File: src/rtl/mem_port_arbiter.sv
// mem_port_arbiter: shares one single-port memory between fetch and data ports, data-first with fetch starvation guard and watchdog
module mem_port_arbiter #(
    parameter int ADDR_W       = 32,
    parameter int DATA_W       = 32,
    parameter int STARVE_LIMIT = 4,
    parameter int TIMEOUT      = 16
) (
    input  logic              clk,
    input  logic              rst,
    input  logic              if_req,
    input  logic [ADDR_W-1:0] if_addr,
    output logic [DATA_W-1:0] if_rdata,
    output logic              if_done,
    input  logic              dm_req,
    input  logic              dm_we,
    input  logic [2:0]        dm_size,
    input  logic [ADDR_W-1:0] dm_addr,
    input  logic [DATA_W-1:0] dm_wdata,
    output logic [DATA_W-1:0] dm_rdata,
    output logic              dm_done,
    output logic              mem_req,
    output logic              mem_we,
    output logic [2:0]        mem_size,
    output logic [ADDR_W-1:0] mem_addr,
    output logic [DATA_W-1:0] mem_wdata,
    input  logic [DATA_W-1:0] mem_rdata,
    input  logic              mem_ack,
    output logic              bus_err,
    output logic              busy,
    output logic              owner_d
);
    localparam int SW = $clog2(STARVE_LIMIT + 1);
    localparam int TW = (TIMEOUT > 1) ? $clog2(TIMEOUT) : 1;

    typedef enum logic {IDLE, BUSY} state_t;

    state_t            state_q;
    logic [SW-1:0]     streak_q;
    logic [TW-1:0]     wait_q;
    logic              owner_q;
    logic              req_q;
    logic              we_q;
    logic [2:0]        size_q;
    logic [ADDR_W-1:0] addr_q;
    logic [DATA_W-1:0] wdata_q;
    logic              timeout_hit;
    logic              done;
    logic              gnt_d;

    // Watchdog expiry, completion strobe and the data-wins-unless-starving grant decision
    always_comb begin
        timeout_hit = (TIMEOUT != 0) && (wait_q == TW'(TIMEOUT - 1)) && !mem_ack;
        done        = (state_q == BUSY) && (mem_ack || timeout_hit);
        gnt_d       = dm_req && !(if_req && streak_q == SW'(STARVE_LIMIT));
    end

    assign if_rdata  = mem_rdata;
    assign dm_rdata  = mem_rdata;
    assign if_done   = done && !owner_q;
    assign dm_done   = done && owner_q;
    assign bus_err   = done && timeout_hit;
    assign busy      = (state_q == BUSY);
    assign owner_d   = owner_q;
    assign mem_req   = req_q;
    assign mem_we    = we_q;
    assign mem_size  = size_q;
    assign mem_addr  = addr_q;
    assign mem_wdata = wdata_q;

    // Arbiter FSM: grant from IDLE, wait in BUSY for ack or watchdog, always return through IDLE
    always_ff @(posedge clk or posedge rst) begin
        if (rst) begin
            state_q  <= IDLE;
            streak_q <= '0;
            wait_q   <= '0;
            owner_q  <= 1'b0;
            req_q    <= 1'b0;
            we_q     <= 1'b0;
            size_q   <= 3'b000;
            addr_q   <= '0;
            wdata_q  <= '0;
        end else if (state_q == IDLE) begin
            if (dm_req || if_req) begin
                state_q  <= BUSY;
                req_q    <= 1'b1;
                owner_q  <= gnt_d;
                wait_q   <= '0;
                we_q     <= gnt_d ? dm_we : 1'b0;
                size_q   <= gnt_d ? dm_size : 3'b010;
                addr_q   <= gnt_d ? dm_addr : if_addr;
                wdata_q  <= gnt_d ? dm_wdata : '0;
                streak_q <= !(gnt_d && if_req) ? '0 :
                            (streak_q == SW'(STARVE_LIMIT)) ? streak_q : streak_q + 1'b1;
            end
        end else if (done) begin
            state_q <= IDLE;
            req_q   <= 1'b0;
        end else begin
            wait_q <= wait_q + 1'b1;
        end
    end
endmodule

File: config.mk
export PLATFORM = sky130hd
export DESIGN_NAME = mem_port_arbiter
export DESIGN_NICKNAME = d
export VERILOG_FILES = /design/src/rtl/mem_port_arbiter.sv
export SDC_FILE = /design/constraint.sdc
export NUM_CORES = 1
export LEC_CHECK = 0
export ABC_AREA = 1
export CAP_MARGIN = 0
export CORE_AREA = 8 8 101 103
export DETAILED_ROUTE_END_ITERATION = 10
export DIE_AREA = 0 0 109 111
export DONT_BUFFER_PORTS = 1
export GPL_TIMING_DRIVEN = 0
export SLEW_MARGIN = 30
export SYNTH_ARGS = -nofsm -noshare
export SYNTH_HDL_FRONTEND = slang
export SYNTH_SLANG_ARGS = --single-unit
File: constraint.sdc
create_clock -name clk -period 5.7 [get_ports clk]
set_clock_uncertainty 0.1 [all_clocks]
set_input_delay 1.14 -clock clk [delete_from_list [all_inputs] [get_ports clk]]
set_output_delay 1.14 -clock clk [all_outputs]
set_load 0.03 [all_outputs]
# After elaboration in Yosys (flattened, before gate mapping)
# Cells that the tools add are included.
# op_classes
addsub	2
n_mul	0
div_mod_pow	0
magnitude_cmp	0
n_eq_ne	5
n_shift	0
n_mux	15
bitwise_logic	1
reduce_logical	18
# ops
op	n
32-bit two-way mux	2
4-bit two-way mux	3
3-bit two-way mux	3
1-bit logical AND	8
1-bit two-way mux	7
2-bit AND reduction	3
4-bit by 1-bit adder with 4-bit output (second input constant)	1
4-bit == test (second input constant)	1
2-bit != test (second input constant)	2
3-bit by 1-bit adder with 3-bit output (second input constant)	1
3-bit == test (second input constant)	1
1-bit logical NOT	3
3-bit AND reduction	1
1-bit logical OR	2
2-bit by 1-bit != test with 1-bit output (second input constant)	1
2-bit nonzero test	1
1-bit NOT	1
# totals
register_bits	78
latch_bits	0
ram_bits	0
romBits	0
inputBits	137
output_inout_bits	138
wordCells	50
n_memories	0

# Depth between registers and ports, before layout
# depth
word_depth	7
depth_mapped	8
ltp_nobuf	7

# Worst setup path before layout
# No wires, ideal clock.
# synth_timing
kind	input to output
startpoint	input mem_ack
endpoint	output bus_err
arrival_time_ns	1.821
t_required_ns	4.460
slack_ns	2.639
cell_stages	1
path_buffers	0
path_cell_list	nor3_1
# synth_via
elab_chain_cells	5
# synth_lines
item	line_no	source
start: declaration	27	input logic mem_ack,
1-bit logical NOT	52	timeout_hit = (TIMEOUT != 0) && (wait_q == TW'(TIMEOUT - 1)) && !mem_ack;
1-bit logical AND	52	
1-bit logical OR	53	done = (state_q == BUSY) && (mem_ack || timeout_hit);
1-bit logical AND	53	
1-bit logical AND (*)	61	assign bus_err = done && timeout_hit;
end: declaration	28	output logic bus_err,
# Mark *: on every way between the ends. The rest lies on a longest branch, timed or not.

# Final worst setup path
# layout_timing
startpoint	register state_q (netlist: busy)
endpoint	output bus_err
# layout_via
elab_chain_cells	2
# layout_lines
item	line_no	source
start: declaration	37	state_t state_q;
start signal: assignment	73	state_q <= IDLE;
start signal: assignment	84	state_q <= BUSY;
start signal: assignment	96	state_q <= IDLE;
1-bit logical AND	53	
1-bit logical AND	61	
# No other way between the ends.

==> metrics.md <==
| Metric | Value |
|---|---|
| Status | `completed` |
| Cell Pwr Density | `453.3 mW/mm^2` |
| Xor/xnor share of the synthesized area | `0.4158%` |
| Warnings, synthesis | `0` |
| Layout Cells excl Fill | `679` |
| Slew Limit Fails | `0` |
| HP Class | `reg2reg` |
| RSZ-0062 raised after global routing | `no` |
| H-tree lvl count | `3` |
| Clock Latency Late Sink | `330 ps` |
| TritonCTS Buffers | `9` |
| Slew HR | `35.18%` |
| First-pass detailed-route iteration total | `4` |
| Initial antenna violation count | `0` |
| Die height | `111 um` |
| Starting density of the core | `49.27%` |
| Nets@finish | `706` |
| Antenna cells | `0` |
| Largest area contributor in the netlist | `dfrtp_1` |
| First-pass GRT wire length | `17.67 mm` |
| Full die area | `0.01210 mm^2` |
| Required time of the worst setup path | `4460 ps` |
| Worst-Margin Slew | `964.8 ps` |
| Via/cell ratio | `4.876` |
| Final hold vios | `0` |
| Top Ports | `275` |
| Largest vdd supply drop | `0.1750 mV` |
| Share of cells above drive strength 1 | `18.21%` |
| Row Count | `34` |
| Worst path arrival time | `1930 ps` |
| CP Capture Type | `output port` |
| Number of port buffers | `0` |
| P&R area growth vs syn | `8.583%` |
| Hpwl dp | `9.098 mm` |
| Worst Setup Start Kind | `flip-flop` |
| Area share of the largest cell type after synthesis | `46.33%` |
| Post-Synth Adder-Cell Area | `0.8910%` |
| Max-cap violation count | `0` |
| Post_cts resized | `0` |
| Clock slew at reported path FFs | `80 ps` |
| Clk sink count | `78` |
| WL final | `11.45 mm` |
| Synth Register Bits | `78` |
| Dominant cells by area after synthesis | `dfrtp_1 46%, nand2_1 19%, buf_4 12%, nand3_1 8.9%, inv_1 6.5%` |
| Mapped Cells | `554` |
| DRT antenna net count | `0` |
| Post-Syn Area | `0.004213 mm^2` |
| Vias in the first global route | `3,440` |
| Gr ovfl total | `0` |
| Library cells used by synthesis | `19` |
| Final period utilization | `55.70%` |
| Die W | `109 um` |
| Routed length per instance | `16.86 um` |
| TNS Setup | `0 ps` |
| All-layer global routing usage | `18.11%` |
| DP Cell Count | `663` |
| Leak pwr | `2.712 nW` |
| Core area | `0.008551 mm^2` |
| Mux cell area share after synthesis | `0%` |
| Post-Synth Simple-Gate Area | `29.61%` |
| Syn Nets | `694` |
| Crit Path Category | `reg2out` |
| CTS tree | `built` |
| Tmin final | `3175 ps` |
| DR vias | `3,311` |
| Worst Path Max Fanout | `6` |
| 1st-iter DRT viols | `147` |
| Sequential share of the synthesized area | `46.33%` |
| RD Place Congestion | `0.7406` |
| Largest net degree at the start of global routing | `42` |
| Synth Area in Compound Gates | `0.8613%` |
| DRC violations left | `0` |
| Postcts setup bufs | `0` |
| Avg Cell Area, Syn | `7.604 um^2` |
| Fmax achieved | `0.3150 GHz` |
| CTS Hold Bufs | `0` |
| Largest family of logic cells by synthesized area | `simple AND/OR/NAND/NOR gates` |
| Final setup vio count | `0` |
| Clock root buffer master | `clkbuf_8` |
| Clock Tree Buf Depth | `2` |
## metal layers
metal	global-route usage (%)	wire (um)	up-vias
li1	-	-	1623
met5	0	0	-
met4	5.205	59	0
met3	7.907	1429	4
met1	20.95	4352	1540
met2	29.38	5609	144
## power by group
group	internal, W	switching [W]
logic	0.000165	0.000281
registers	0.000723	0.000484
clock network	0.000226	0.000194
total	0.00111	0.000959
## cells by family (layout without fill, tap and decap cells)
family / count (synthesis) / count (layout)
flops: 78 / 78
simple gates: 303 / 303
xor+xnor: 2 / 2
fa+ha+maj: 3 / 3
compound gates: 5 / 5
buf+inv: 163 / 180
## flip-flops by register name, indices dropped and copies added (netlist names)
| signal | cells |
|---|---|
| owner_d | 1 |
| streak_q | 3 |
| mem_we | 1 |
| mem_addr | 32 |
| mem_size | 3 |
| wait_q | 4 |
| mem_wdata | 32 |
| mem_req | 1 |
| busy | 1 |
## cells in the mapped netlist
| cell type | number |
|---|---|
| clkbuf_1 | 4 |
| ha_1 | 3 |
| nand3_2 | 2 |
| nor2_1 | 8 |
| o21ai_0 | 4 |
| buf_6 | 6 |
| inv_2 | 2 |
| nand3_1 | 75 |
| buf_4 | 68 |
| nand2_1 | 216 |
| buf_1 | 2 |
| buf_2 | 8 |
| nand2_2 | 1 |
| xnor2_1 | 1 |
| o21ai_4 | 1 |
| xor2_1 | 1 |
| dfrtp_1 | 78 |
| nor3_1 | 1 |
| inv_1 | 73 |
## worst paths after layout
path / from / to / slack (ps) / cells after the start
max in group asynchronous: rst / streak_q[0] / 4420 / 2
worst max register to register: streak_q[0] / mem_addr[9] / 3940 / 7
worst min-delay path: streak_q[0] / streak_q[0] / 420 / 2
worst min register to register: streak_q[0] / streak_q[0] / 420 / 2
min in group asynchronous: rst / mem_wdata[19] / 540 / 1
worst max-delay path: busy / bus_err / 2530 / 2
## stage by stage
stage	power, W	utilization [%]	setup slack (ps)	hold WS [ps]	instance area (um^2)
2_1_floorplan	0.001536	-	2465	374.1	4213
3_3_place_gp	0.001658	50.85	1550	394.2	4348
3_5_place_dp	0.001678	51.14	2549	401.5	4373
4_1_cts	0.002105	53.50	2469	426.1	4574
5_1_grt	0.002196	53.50	2429	451.4	4574
6_report	0.002073	53.50	2525	423.1	4574
## worst max-delay path: stages (launching register included)
cell and delay [ps]:
dfrtp_1 540, inv_1 220, nor3_1 830
## area by class of cell
class | instances | area, um^2
repair buffers | 1 | 20.02
fillers | 851 | 3976
well taps | 108 | 135.1
inverters | 75 | 286.5
flip-flops and latches | 78 | 1952
multi-input cells | 313 | 1339
clock buffers | 13 | 158.9
clock inverters | 3 | 42.54
plain buffers | 88 | 640.6
## cell usage in the layout (no fill, tap or decap), types with 4 or more instances in the layout
| master | netlist | layout |
|---|---|---|
| buf_6 | 6 | 6 |
| nand2_1 | 216 | 216 |
| buf_2 | 8 | 8 |
| dfrtp_1 | 78 | 78 |
| inv_1 | 73 | 72 |
| buf_4 | 68 | 68 |
| clkbuf_1 | 4 | 6 |
| nand3_1 | 75 | 75 |
| o21ai_0 | 4 | 4 |
| nor2_1 | 8 | 8 |
| clkbuf_8 | 0 | 11 |
(Power assumes the default switching activity.)
